==> src/rtl/upd_wub_rd_ctrl_pkg.sv <==
// Shared LSTM constants and the state encoding for the W/U/b update read controller.
package upd_wub_rd_ctrl_pkg;

   localparam int unsigned ADDR_WIDTH = 12;
   localparam int unsigned NUM_CELL   = 8;
   localparam int unsigned NUM_INPUT  = 53;

   typedef enum logic [1:0] {
      StIdle  = 2'd0,
      StRun   = 2'd1,
      StDrain = 2'd2,
      StDone  = 2'd3
   } state_e;

endpackage

==> src/rtl/upd_wub_rd_ctrl_delay_line.sv <==
// Fixed-depth shift register with synchronous clear; shifts on every clock edge.
module delay_line #(
   parameter int unsigned WIDTH = 13,
   parameter int unsigned DEPTH = 7
) (
   input  logic             clk,
   input  logic             clr,
   input  logic [WIDTH-1:0] i_data,
   output logic [WIDTH-1:0] o_data
);

   logic [WIDTH-1:0] stage_q [DEPTH];
   logic [WIDTH-1:0] stage_d [DEPTH];

   always_comb begin
      stage_d[0] = i_data;
      for (int i = 1; i < int'(DEPTH); i++) begin
         stage_d[i] = stage_q[i-1];
      end
   end

   always_ff @(posedge clk) begin
      if (clr) begin
         for (int i = 0; i < int'(DEPTH); i++) begin
            stage_q[i] <= '0;
         end
      end else begin
         stage_q <= stage_d;
      end
   end

   assign o_data = stage_q[DEPTH-1];

endmodule

==> src/rtl/upd_wub_rd_ctrl.sv <==
// Read-address sequencer for one parameter-update pass; write-back strobes are the reads
// replayed LATENCY cycles later to line up with the update datapath.
module upd_wub_rd_ctrl #(
   parameter int unsigned ADDR_WIDTH = upd_wub_rd_ctrl_pkg::ADDR_WIDTH,
   parameter int unsigned NUM_CELL   = upd_wub_rd_ctrl_pkg::NUM_CELL,
   parameter int unsigned NUM_INPUT  = upd_wub_rd_ctrl_pkg::NUM_INPUT,
   parameter int unsigned LATENCY    = 7
) (
   input  logic                  clk,
   input  logic                  rst,
   input  logic                  start,
   input  logic                  i_hold,
   output logic [ADDR_WIDTH-1:0] o_rd_addr,
   output logic                  o_rd_en,
   output logic [ADDR_WIDTH-1:0] o_wr_addr,
   output logic                  o_wr_en,
   output logic                  o_busy,
   output logic                  o_done
);

   import upd_wub_rd_ctrl_pkg::*;

   localparam logic [ADDR_WIDTH-1:0] LastAddr = ADDR_WIDTH'(NUM_CELL * NUM_INPUT - 1);

   state_e                state_q, state_d;
   logic [ADDR_WIDTH-1:0] cnt_q, cnt_d;
   logic [ADDR_WIDTH-1:0] rd_addr_q, rd_addr_d;
   logic                  rd_en_q, rd_en_d;
   logic                  busy_q, busy_d;
   logic                  done_q, done_d;
   logic [ADDR_WIDTH-1:0] wr_addr;
   logic                  wr_en;

   always_comb begin
      state_d   = state_q;
      cnt_d     = cnt_q;
      rd_addr_d = rd_addr_q;
      rd_en_d   = 1'b0;
      unique case (state_q)
         StIdle: begin
            // Address 0 is issued on the same edge that leaves IDLE.
            if (start) begin
               rd_en_d   = 1'b1;
               rd_addr_d = '0;
               cnt_d     = (LastAddr == '0) ? '0 : ADDR_WIDTH'(1);
               state_d   = (LastAddr == '0) ? StDrain : StRun;
            end
         end
         StRun: begin
            if (!i_hold) begin
               rd_en_d   = 1'b1;
               rd_addr_d = cnt_q;
               if (cnt_q == LastAddr) begin
                  state_d = StDrain;
               end else begin
                  cnt_d = cnt_q + ADDR_WIDTH'(1);
               end
            end
         end
         StDrain: begin
            if (wr_en && (wr_addr == LastAddr)) begin
               state_d = StDone;
            end
         end
         StDone: begin
            state_d = StIdle;
         end
         default: begin
            state_d = StIdle;
         end
      endcase
      busy_d = (state_d == StRun) || (state_d == StDrain);
      done_d = (state_d == StDone);
   end

   always_ff @(posedge clk) begin
      if (rst) begin
         state_q   <= StIdle;
         cnt_q     <= '0;
         rd_addr_q <= '0;
         rd_en_q   <= 1'b0;
         busy_q    <= 1'b0;
         done_q    <= 1'b0;
      end else begin
         state_q   <= state_d;
         cnt_q     <= cnt_d;
         rd_addr_q <= rd_addr_d;
         rd_en_q   <= rd_en_d;
         busy_q    <= busy_d;
         done_q    <= done_d;
      end
   end

   // The address field rides alongside the strobe, so it holds across bubbles too.
   delay_line #(
      .WIDTH(ADDR_WIDTH + 1),
      .DEPTH(LATENCY)
   ) u_delay_line (
      .clk   (clk),
      .clr   (rst),
      .i_data({rd_en_q, rd_addr_q}),
      .o_data({wr_en, wr_addr})
   );

   assign o_rd_addr = rd_addr_q;
   assign o_rd_en   = rd_en_q;
   assign o_wr_addr = wr_addr;
   assign o_wr_en   = wr_en;
   assign o_busy    = busy_q;
   assign o_done    = done_q;

endmodule

==> config.mk <==
export PLATFORM = sky130hd
export DESIGN_NAME = upd_wub_rd_ctrl
export DESIGN_NICKNAME = d
export VERILOG_FILES = /design/src/rtl/upd_wub_rd_ctrl_pkg.sv /design/src/rtl/upd_wub_rd_ctrl_delay_line.sv /design/src/rtl/upd_wub_rd_ctrl.sv
export SDC_FILE = /design/constraint.sdc
export NUM_CORES = 1
export LEC_CHECK = 0
export ABC_AREA = 1
export BUFFER_PORTS_ARGS = -buffer_cell sky130_fd_sc_hd__buf_4
export CAP_MARGIN = 20
export CORE_AREA = 4 4 97 99
export DETAILED_ROUTE_END_ITERATION = 12
export DIE_AREA = 0 0 101 103
export PLACE_DENSITY = 0.67
export SLEW_MARGIN = 20
export SYNTH_ARGS = -nofsm -noshare
export SYNTH_HDL_FRONTEND = slang
export SYNTH_SLANG_ARGS = --single-unit
==> constraint.sdc <==
create_clock -name clk -period 2.9 [get_ports clk]
set_input_delay 0.725 -clock clk [delete_from_list [all_inputs] [get_ports clk]]
set_output_delay 0.725 -clock clk [all_outputs]
set_load 0.005 [all_outputs]
== After elaboration in Yosys (flattened, before gate mapping) ==
Cells that the tools add are included.

* Equal/unequal tests: 11
* Multiplexer cells: 15
* Reduce and logical (&&, ||, !) cells: 6
* $add $sub $neg: 1

{| class="wikitable"
|+ Operator list
! operator !! count
|-
| $mux 12 || 5
|-
| $pmux 12 s2 || 2
|-
| $eq 12x9->1 const B || 2
|-
| $add 12x1->12 const B || 1
|-
| $eq 2x2->1 const B || 4
|-
| $mux 2 || 4
|-
| $pmux 2 s4 || 1
|-
| $ne 2x2->1 const B || 3
|-
| $eq 2x1->1 const B || 2
|-
| $reduce_and 4->1 || 1
|-
| $reduce_and 3->1 || 1
|-
| $logic_not 2->1 || 1
|-
| $mux 1 || 2
|-
| $pmux 1 s2 || 1
|-
| $reduce_bool 2->1 || 1
|-
| $logic_and 1x1->1 || 1
|-
| $logic_or 1x1->1 || 1
|}

* Word-level logic and storage cells: 46
* Flip-flop bits (word level): 120

== Logic depth before layout (Yosys ltp) ==
Gate-level depths: netlist (run 1).

* Depth after elaboration: 6
* Depth in mapped cells: 13

== Cells and area by module ==
From an unflattened synthesis (run 1), not the netlist that was laid out.

* Cells, all modules: 487
* Area, all modules: 4042.6 um2

{| class="wikitable"
|+ By module, submodules not included
! module !! cells each !! area an instance (um2) !! instances
|-
| delay_line || 283 || 2640.0 || 1
|-
| upd_wub_rd_ctrl || 204 || 1402.6 || 1
|}

== Worst setup path before layout (run 1) ==
OpenSTA, ideal clock, no wires.

* Path type: register to register
* Start point: reg cnt_q[0]
* End point: reg busy_q, in the netlist o_busy
* Setup slack: 1331 ps
* Stages on the path, launching flop included: 14
* Arrival time: 1441 ps
* Library setup time: 128 ps
* Path buffers: 0
* Path through: dfxtp_1 > ha_1 > nand2_1 > inv_2 > nand2_2 > nor2_4 > nand3_1 > nand2_1 > nand3_1 > nand2_1 > inv_1 > ha_1 > inv_1 > nor2_1

* Longest elaborated chain between the ends: 6
* Elaborated cells between the ends (all ways): 7

{| class="wikitable"
|+ Ends and longest elaborated chain
! element !! line !! text
|-
| from (decl) || upd_wub_rd_ctrl.sv:26 || <nowiki>logic [ADDR_WIDTH-1:0] cnt_q, cnt_d;</nowiki>
|-
| from (signal assigned) || upd_wub_rd_ctrl.sv:86 || <nowiki>cnt_q <= cnt_d;</nowiki>
|-
| $eq 12x9->1 (*) || upd_wub_rd_ctrl.sv:53 || <nowiki>if (cnt_q == LastAddr) begin</nowiki>
|-
| $mux 2 (*) || upd_wub_rd_ctrl.sv:53 ||
|-
| $mux 2 (*) || upd_wub_rd_ctrl.sv:50 || <nowiki>if (!i_hold) begin</nowiki>
|-
| $pmux 2 s4 (*) || upd_wub_rd_ctrl.sv:39 || <nowiki>unique case (state_q)</nowiki>
|-
| $eq 2x1->1 / $eq 2x2->1 (equally long branches) || upd_wub_rd_ctrl.sv:72 || <nowiki>busy_d = (state_d == StRun) || (state_d == StDrain);</nowiki>
|-
| $logic_or 1x1->1 (*) || upd_wub_rd_ctrl.sv:72 ||
|-
| via busy_d || upd_wub_rd_ctrl.sv:29 || <nowiki>logic busy_q, busy_d;</nowiki>
|-
| to (signal assigned) || upd_wub_rd_ctrl.sv:89 || <nowiki>busy_q <= busy_d;</nowiki>
|-
| to (decl) || upd_wub_rd_ctrl.sv:29 ||
|}

Mark *: on every way through the listed nets, which the timed path passes. The rest lies on a longest branch.
A chain may end at the register's enable or synchronous reset.

== Worst setup path in the final report (run 1) ==
Same ends and word-level chain as after synthesis.

==> results.tsv, run 1 <==
stage	metric	value	unit
outcome	status	completed	
grt	initial antenna violation count	0	
cells_and_area	share of post-route cells with drive strength above 1	0.161	
cts	setup repair bufs after CTS	0	
pwr	Max IR drop VDD	0.420	mV
die	IO Pins	32	
yosys	post-synth top area cell	dfxtp_1	
critical_path	CP max stage delay	390	ps
critical_path	worst path cell trace	ha_1, nand2_1, inv_2, nand2_2, nor2_4, nand3_1, nand2_1, nand3_1, nand2_1, inv_1, ha_1, inv_1, nor2_1	
route	via count	2846	
cells_and_area	synth-to-layout area growth	18.4	%
placement	Placement Cell Area	4360	sq um
grt	number of global-route vias before repair	2628	
critical_path	Crit path top cell by count	nand2_1	
route	ANT nets after route	0	
yosys	Syn Inst Count	509	
cells_and_area	# nets final	539	
critical_path	CP Max Fanout	4	
placement	Placed Cells	622	
pwr	power per cell area	751	nW/um^2
cts	Clock transition at path regs	60	ps
hold_path	Hold Path Class	reg2reg	
route	total iterations of the first detailed-routing run	5	
pwr	leakage	1.98	nW
cts	Post-CTS Hold Buffers	0	
sta	Worst Tran Pin Value	626	ps
yosys	Post-synth ARST share	0	
route	DR vias/cell	4.35	
grt	overall routing resource usage	0.145	
yosys	Unique masters post-synth	26	
yosys	Synth top area share	0.579	
yosys	most frequent cell after synthesis	nor2_1	
cts	TritonCTS clock tree	yes	
sta	Peak Freq	571	MHz
critical_path	CP delay by family, top	simple AND/OR/NAND/NOR gates	
cts	TritonCTS Buffers	17	
yosys	register area share after synthesis	0.579	
route	Remaining DRCs	0	
die	Core Region	8550	sq um
grt	remaining global-route overflow	0	
grt	largest net degree at the start of global routing	44	
placement	Final HPWL DP	4510	um
grt	first-pass GRT wire length	11500	um
cts	CTS root buf	clkbuf_8	
sta	Final Hold Fails	0	
cts	H-tree depth	4	
die	DIE AREA	10400	sq um
yosys	Post-Syn Nets	515	
die	Core Rows	34	
sta	post-route minimum period	1750	ps
critical_path	CP startpoint kind	flop	
critical_path	CP Buf/Inv Count	3	
die	Die X	101	um
cts	Worst-Skew Late Latency	510	ps
placement	IO Port Bufs	31	
critical_path	type of destination of the critical path	flop	
sta	Tcrit/Tclk final	0.603	
sta	Rel. slew slack	0.582	
sta	Clock Skew	9.46	ps
critical_path	Setup CP Type	reg2reg	
yosys	Post-synth top flop	dfxtp_1	
yosys	synth cell count leaders	nor2_1 (128), dfxtp_1 (120), inv_1 (117), nand2_1 (53), nand3_1 (16)	
sta	unrepaired setup endpoints after global routing	no	
yosys	Seq cells post-synth	120	
cells_and_area	Design Area, Final	4910	sq um
yosys	Mapped Area	4150	sq um
sta	Setup TNS Final	0	ps
die	Die Y	103	um
critical_path	CP max stage cell	dfxtp_1	
cells_and_area	# diodes	0	
sta	Final Max Tran Viols	0	
yosys	number of enable flip-flop cells after synthesis	0	
route	initial DRC count	81	
sta	final setup fails	0	
critical_path	Critical Path AT	2140	ps
job	max cap viols	0	
placement	global placer's final weighted congestion	0.868	
route	DR WL/cell	10.6	um
cells_and_area	non-filler cells, final	654	
yosys	largest cells by area after synthesis	dfxtp_1 (58%), nor2_1 (12%), inv_1 (11%), nand2_1 (4.8%), o31ai_2 (2.4%)	
critical_path	Worst EP required	3290	ps
die	starting density of the core	0.486	
yosys	Syn Area/Cell	8.16	sq um
cts	Bufs on Longest Clock Path	2	
route	WL final	6960	um
yosys	count of warnings emitted by yosys	0	
cts	cells resized by post-CTS repair	0	
cts	CTS Sinks	120	
[sequential cells by signal, summed over array words and instances (netlist names)]
| signal | cells |
|---|---|
| state_q | 2 |
| cnt_q | 12 |
| o_rd_en | 1 |
| o_done | 1 |
| u_delay_line.o_data | 13 |
| u_delay_line.stage_d | 78 |
| o_rd_addr | 12 |
| o_busy | 1 |
[per-layer routing]
metal,vias to the layer above,global-route usage,share of wire
met5,-,0,0
met4,0,0.0695,0.014
met3,9,0.0602,0.041
met2,53,0.235,0.48
met1,1272,0.166,0.47
li1,1512,-,-
[power by group]
group | internal, W | switching [W] | total, W | leakage, nW
Combinational | 0.0000238 | 0.0000727 | 0.0000965 | 0.751
Clock | 0.00115 | 0.000778 | 0.00193 | 0.263
Sequential | 0.00166 | 0.00000682 | 0.00167 | 0.968
Total | 0.00283 | 0.000857 | 0.00369 | 1.98
[cell type report]
type	instances	area, sq um
well taps	108	135
clock inverters	15	144
repair buffers	33	248
inverters	122	458
multi-input cells	239	1110
clock buffers	17	414
fillers	776	3640
flip-flops and latches	120	2400
[worst min-delay path, stage by stage, from the launching register on]
cell and delay (ps):
dfxtp_1 290, inv_1 40, nor2_1 30
[kinds of logic (layout without fill, tap and decap cells)]
| kind of cell | Yosys count | count (layout) | share of synthesized area |
|---|---|---|---|
| simple gates | 213 | 213 | 0.215 |
| fa+ha+maj | 2 | 2 | 0.00603 |
| compound gates | 24 | 24 | 0.0470 |
| flops | 120 | 120 | 0.579 |
| buf+inv | 150 | 187 | 0.153 |
[cells in the final DEF, fill, tap and decap left out]
master | Yosys | layout
nor2_1 | 128 | 128
dfxtp_1 | 120 | 120
inv_1 | 117 | 117
nand2_1 | 53 | 53
buf_4 | 12 | 33
nand3_1 | 16 | 16
clkbuf_16 | 0 | 16
a21oi_1 | 8 | 8
o31ai_2 | 8 | 8
inv_6 | 0 | 6
inv_2 | 5 | 5
nand4_1 | 4 | 4
clkinvlp_4 | 0 | 4
o21ai_0 | 3 | 3
clkinv_4 | 0 | 3
nand2_2 | 2 | 2
nor2_4 | 2 | 2
nor2_2 | 2 | 2
nand2_4 | 2 | 2
nand3b_1 | 2 | 2
o21ai_1 | 2 | 2
ha_1 | 2 | 2
o22ai_1 | 1 | 1
nand3_4 | 1 | 1
o21ai_4 | 1 | 1
nor3_1 | 1 | 1
o31ai_1 | 1 | 1
clkbuf_8 | 0 | 1
clkinv_2 | 0 | 1
bufinv_16 | 0 | 1
[through the flow]
stage	hold slack, ps	setup slack [ps]	util	total power [W]
finish	396	1150	0.575	0.00369
global route	410	1020	0.575	0.00382
CTS	398	1140	0.575	0.00373
detailed placement	392	954	0.509	0.00180
global placement	389	986	0.509	0.00180
floorplan	388	1330	-	0.00178
[path summary, 6_finish.rpt]
| kind | start | endpoint | slack [ps] | depth (start not counted) |
|---|---|---|---|---|
| min | u_delay_line.stage_d[53] | u_delay_line.stage_d[40] | 400 | 2 |
| min reg2reg | u_delay_line.stage_d[53] | u_delay_line.stage_d[40] | 400 | 2 |
| max reg2reg | cnt_q[0] | o_busy | 1150 | 13 |
| max | cnt_q[0] | o_busy | 1150 | 13 |
No activity file was read; power rests on OpenSTA's default activity.
==> run 2, diff against run 1 <==
ABC_AREA = 0   (was 1)
CORE_AREA = 4 4 93 95   (was 4 4 97 99)
DIE_AREA = 0 0 97 99   (was 0 0 101 103)
PLACE_DENSITY = 0.7   (was 0.67)
clock period = 1.6 ns   (was 2.9 ns; I/O delays follow)
==> results.tsv, run 2 <==
stage	metric	value	unit	change
outcome	status	complete, but fails checks		
outcome	failing checks	setup timing		
critical_path	setup slack, reg-to-reg	-50	ps	-1200 ps
die	Core Region	7730	sq um	-9.6%
pwr	leakage	2.00	nW	+1.2%
yosys	Seq cells post-synth	120		unchanged
sta	fin worst setup slack	-46.7	ps	-1200 ps
sta	Final Max Tran Viols	0		unchanged
critical_path	CP startpoint kind	flop		
cells_and_area	# diodes	0		unchanged
die	Core Rows	32		-5.9%
route	total iterations of the first detailed-routing run	4		-1
yosys	Unique masters post-synth	38		+46%
pwr	Max IR drop VDD	0.893	mV	+110%
grt	remaining global-route overflow	0		unchanged
die	DIE AREA	9600	sq um	-7.7%
critical_path	Worst EP required	1980	ps	-1310 ps
cts	TritonCTS clock tree	yes		
cells_and_area	most frequent cells in the layout	dfxtp_1 (113), nor2b_1 (95), buf_4 (67)		
die	Die X	97	um	-4.0%
job	max cap viols	0		unchanged
route	DR WL/cell	12.8	um	+20%
yosys	Post-Syn Nets	365		-29%
route	initial DRC count	72		-11%
sta	Peak Freq	607	MHz	+6.3%
critical_path	Reg2Reg Depth	6		-7
critical_path	FF-to-FF Start	cnt_q[6]		
route	DR vias/cell	4.75		+9.3%
cells_and_area	max reg flops	78		unchanged
placement	worst slack, placed	-219	ps	-1170 ps
critical_path	RR Endpoint	o_busy		
cells_and_area	# nets final	420		-22%
grt	largest net degree at the start of global routing	47		+6.8%
yosys	largest cells by area after synthesis	dfxtp_1 (62%), nor2b_1 (15%), a21oi_1 (2.7%), buf_4 (2.3%), nand3_1 (2.2%)		
yosys	number of enable flip-flop cells after synthesis	0		unchanged
die	Die Y	99	um	-3.9%
sta	Tcrit/Tclk final	1.03		+0.426
grt	number of global-route vias before repair	2521		-4.1%
sta	final setup fails	2		+2
cts	CTS root buf	clkbuf_8		
critical_path	CP Max Fanout	3		-1
yosys	Post-synth top flop	dfxtp_1		
cts	Bufs on Longest Clock Path	2		unchanged
sta	Clock Skew	6.98	ps	-2.49 ps
yosys	post-synth top area cell	dfxtp_1		
die	starting density of the core	0.498		+0.0121
critical_path	worst setup path startpoint	cnt_q[6]		
critical_path	critical path endpoint	o_busy		
cells_and_area	commonest non-fill, non-tap cell in the layout	dfxtp_1		
die	IO Pins	32		unchanged
route	Remaining DRCs	0		unchanged
route	WL final	6760	um	-2.9%
cts	H-tree depth	4		unchanged
route	ANT nets after route	0		unchanged
yosys	count of warnings emitted by yosys	0		unchanged
cts	CTS Sinks	120		unchanged
cts	Post-CTS Hold Buffers	0		unchanged
cts	Worst-Skew Late Latency	500	ps	about the same
sta	Rel. slew slack	0.729		+0.147
yosys	synth cell count leaders	dfxtp_1 (120), nor2b_1 (95), a21oi_1 (21), nand3_1 (17), nand2_1 (16)		
sta	worst hold slack	245	ps	-151 ps
yosys	Mapped Area	3840	sq um	-7.4%
grt	initial antenna violation count	0		unchanged
yosys	most frequent cell after synthesis	dfxtp_1		
cells_and_area	synth-to-layout area growth	30.6	%	
cts	Clock transition at path regs	60	ps	about the same
sta	Final Hold Fails	0		unchanged
sta	post-route minimum period	1650	ps	-103 ps
yosys	Post-synth ARST share	0		unchanged
sta	Worst Tran Pin Value	406	ps	-220 ps
critical_path	Critical Path AT	2030	ps	-110 ps
cells_and_area	share of post-route cells with drive strength above 1	0.288		+0.127
placement	Final HPWL DP	4280	um	-5.1%
pwr	power per cell area	1370	nW/um^2	+82%
critical_path	Setup CP Type	reg2reg		
placement	global placer's final weighted congestion	0.844		-2.8%
placement	IO Port Bufs	31		unchanged
yosys	register area share after synthesis	0.625		+0.0461
hold_path	Hold Path Class	in2reg		
route	via count	2515		-12%
grt	overall routing resource usage	0.151		+0.00657
sta	unrepaired setup endpoints after global routing	yes		
yosys	Syn Inst Count	359		-29%
grt	first-pass GRT wire length	11500	um	+0.42%
cts	TritonCTS Buffers	17		unchanged
yosys	Synth top area share	0.625		+0.0461
critical_path	type of destination of the critical path	flop		
yosys	Syn Area/Cell	10.7	sq um	+31%
run 2: layer usage:
metal | track usage | wire length, um
met5 | 0 | 0
met4 | 0.0810 | 91
met3 | 0.0616 | 342
met2 | 0.244 | 3300
met1 | 0.172 | 3020
run 2: area by class of cell:
| type | count | area [sq um] |
|---|---|---|
| well taps | 102 | 128 |
| multi-input cells | 205 | 1380 |
| flip-flops and latches | 120 | 2420 |
| clock inverters | 15 | 169 |
| clock buffers | 17 | 414 |
| repair buffers | 67 | 503 |
| inverters | 3 | 11.3 |
| fillers | 599 | 2710 |
run 2: logic make-up (layout without fill, tap and decap cells):
logic type | Yosys count | in the layout | synth area share
xor+xnor | 3 | 3 | 0.00683
compound gates | 36 | 36 | 0.0573
flops | 120 | 120 | 0.625
fa+ha+maj | 2 | 2 | 0.00651
mux | 1 | 1 | 0.00260
buf+inv | 34 | 102 | 0.0469
simple gates | 163 | 163 | 0.255
run 2: how the worst min path moves through the flow:
stage,start,endpoint,slack [ps],cells past startpoint
floorplan,u_delay_line.stage_d[0],u_delay_line.o_data[0],410,1
global placement,u_delay_line.stage_d[29],u_delay_line.stage_d[16],420,1
detailed placement,u_delay_line.stage_d[49],u_delay_line.stage_d[36],420,1
CTS,i_hold,o_rd_addr[0],210,4
global route,i_hold,o_rd_addr[0],230,4
finish,i_hold,o_rd_addr[0],250,4
run 2: through the flow:
step	total power (W)	setup TNS (ps)	cell area, sq um	utilization	cells
floorplan	0.00318	0	3880	-	359
global placement	0.00325	-559	4320	0.559	494
detailed placement	0.00325	-1070	4320	0.559	494
CTS	0.00693	-87.0	4960	0.642	528
global route	0.00709	-205	5020	0.650	529
finish	0.00685	-58.4	5020	0.650	529
run 2: timing repair:
item,CTS,global route
pin swaps,6,2
buffers inserted,2,1
gates resized for setup,10,13
endpoints found under the setup margin,6,22
run 2: where the power goes:
| part | internal, W | leakage, nW | switching, W |
|---|---|---|---|
| Clock | 0.00225 | 0.283 | 0.00140 |
| Combinational | 0.0000766 | 0.750 | 0.000116 |
| Sequential | 0.00300 | 0.971 | 0.00000936 |
run 2: worst max-delay path, cell delays in order (launching register included):
cell	delay (ps)
dfxtp_2	330
nor4_4	290
nand4_1	220
o221ai_2	210
nand2_1	80
ha_1	270
nor2b_1	120
==> run 3, diff against run 2 <==
SETUP_SLACK_MARGIN = 0.1   (was unset)
==> results.tsv, run 3 (synthesized netlist as in run 2, its figures left out) <==
stage	metric	value	unit	change
outcome	status	complete, but fails checks		
outcome	failing checks	setup timing		
critical_path	Worst EP required	1970	ps	about the same
grt	first-pass GRT wire length	11100	um	-3.4%
grt	number of global-route vias before repair	2449		-2.9%
critical_path	Critical Path AT	2080	ps	+50 ps
route	total iterations of the first detailed-routing run	5		+1
job	max cap viols	0		unchanged
grt	initial antenna violation count	0		unchanged
sta	Peak Freq	585	MHz	-3.7%
sta	fin worst setup slack	-110	ps	-63.1 ps
sta	Tcrit/Tclk final	1.07		+0.0394
cells_and_area	# nets final	423		+0.71%
route	DR vias/cell	4.77		+0.38%
cells_and_area	share of the core filled with cells	0.658		+0.00793
pwr	power per cell area	1340	nW/um^2	-2.0%
die	IO Pins	32		unchanged
pwr	total internal power	0.00535	W	+0.30%
cells_and_area	most frequent cells in the layout	dfxtp_1 (113), nor2b_1 (94), buf_4 (66)		
placement	Placed Cells	488		-1.2%
cts	CTS Sinks	120		unchanged
die	Die X	97	um	unchanged
pwr	leakage	2.02	nW	+0.67%
sta	unrepaired setup endpoints after global routing	yes		
critical_path	CP startpoint kind	flop		
die	starting density of the core	0.498		unchanged
pwr	switching share of power	0.214		-0.00874
critical_path	CP Max Fanout	3		unchanged
cells_and_area	share of post-route cells with drive strength above 1	0.312		+0.0236
die	Die Y	99	um	unchanged
cts	TritonCTS clock tree	yes		
grt	largest net degree at the start of global routing	61		+30%
cts	Bufs on Longest Clock Path	2		unchanged
sta	post-route minimum period	1710	ps	+63.1 ps
route	ANT nets after route	0		unchanged
cts	CTS root buf	clkbuf_8		
die	DIE AREA	9600	sq um	unchanged
pwr	Clock power frac	0.526		-0.007
sta	final setup fails	2		unchanged
route	DR WL/cell	13.0	um	+1.8%
route	Remaining DRCs	0		unchanged
cts	H-tree depth	4		unchanged
grt	overall routing resource usage	0.147		-0.00430
pwr	Total Power Consumption	0.00680	W	-0.81%
pwr	Max IR drop VDD	0.856	mV	-4.1%
sta	Worst Tran Pin Value	553	ps	+147 ps
placement	global placer's final weighted congestion	0.855		+1.3%
hold_path	Hold Path Class	in2reg		
pwr	sequential share of power	0.443		+0.004
pwr	Comb power frac	0.031		+0.003
placement	Final HPWL DP	4010	um	-6.4%
cts	Worst-Skew Late Latency	500	ps	about the same
cells_and_area	synth-to-layout area growth	32.2	%	
cells_and_area	commonest non-fill, non-tap cell in the layout	dfxtp_1		
route	WL final	6920	um	+2.3%
sta	Clock Skew	10.3	ps	+3.31 ps
sta	worst hold slack	204	ps	-41.3 ps
cells_and_area	max reg flops	78		unchanged
cts	Clock transition at path regs	60	ps	about the same
cts	Post-CTS Hold Buffers	0		unchanged
die	Core Region	7730	sq um	unchanged
die	Core Rows	32		unchanged
critical_path	type of destination of the critical path	flop		
route	initial DRC count	117		+63%
route	via count	2539		+0.95%
sta	Final Hold Fails	0		unchanged
sta	Rel. slew slack	0.631		-0.0981
cells_and_area	non-filler cells, final	532		+0.57%
sta	Final Max Tran Viols	0		unchanged
critical_path	Setup CP Type	reg2reg		
critical_path	setup slack, reg-to-reg	-110	ps	-60 ps
sta	Setup TNS Final	-148	ps	-89.6 ps
cells_and_area	# diodes	0		unchanged
cts	TritonCTS Buffers	17		unchanged
placement	IO Port Bufs	31		unchanged
pwr	Psw	0.00145	W	-4.7%
grt	remaining global-route overflow	0		unchanged
run 3: worst paths after layout:
kind,start,endpoint,cells past startpoint
hold reg to reg,u_delay_line.stage_d[58],u_delay_line.stage_d[45],1
hold / removal,rst,cnt_q[11],3
setup / recovery,cnt_q[1],o_busy,6
setup reg to reg,cnt_q[1],o_busy,6
run 3: final cells by class:
cell class	instances	area (sq um)
clock inverter	14	146
timing repair buffer	70	534
multi-input combinational	205	1420
clock buffer	18	428
sequential	120	2420
fill	576	2650
inverter	3	11.3
tap	102	128
run 3: power by group through the flow:
stage	Combinational (W)	Clock, W	Sequential, W
5_1_grt	0.000231	0.00380	0.00301
3_5_place_dp	0.000171	0	0.00308
4_1_cts	0.000192	0.00365	0.00301
6_report	0.000211	0.00357	0.00301
2_1_floorplan	0.000105	0	0.00308
3_3_place_gp	0.000169	0	0.00308
run 3: per-stage QoR:
step	instance area, sq um	setup slack [ps]
after detailed placement	4280	-192
after global routing	5080	-250
after floorplan	3890	7.85
after CTS	4950	-77.9
after global placement	4280	-77.2
final	5080	-110
run 3: timing repair:
action	CTS	global route
gates resized for setup	17	18
buffers inserted	5	6
hold endpoints to repair	0	0
cloned	0	1
pin swaps	4	10
endpoints found under the setup margin	23	25
run 3: worst max-delay path, cell delays in order, from the launching register on:
cell     delay, ps
dfxtp_4        360
ha_4           140
and3_4         190
nand4_1        160
o31ai_2        300
ha_2           310
nor2b_1        120
run 3: per-layer routing:
layer | track usage | part of all wire | routed length [um]
met5 | 0 | 0 | 0
met4 | 0.0637 | 0.022 | 152
met3 | 0.0694 | 0.048 | 329
met2 | 0.231 | 0.48 | 3340
met1 | 0.172 | 0.45 | 3090
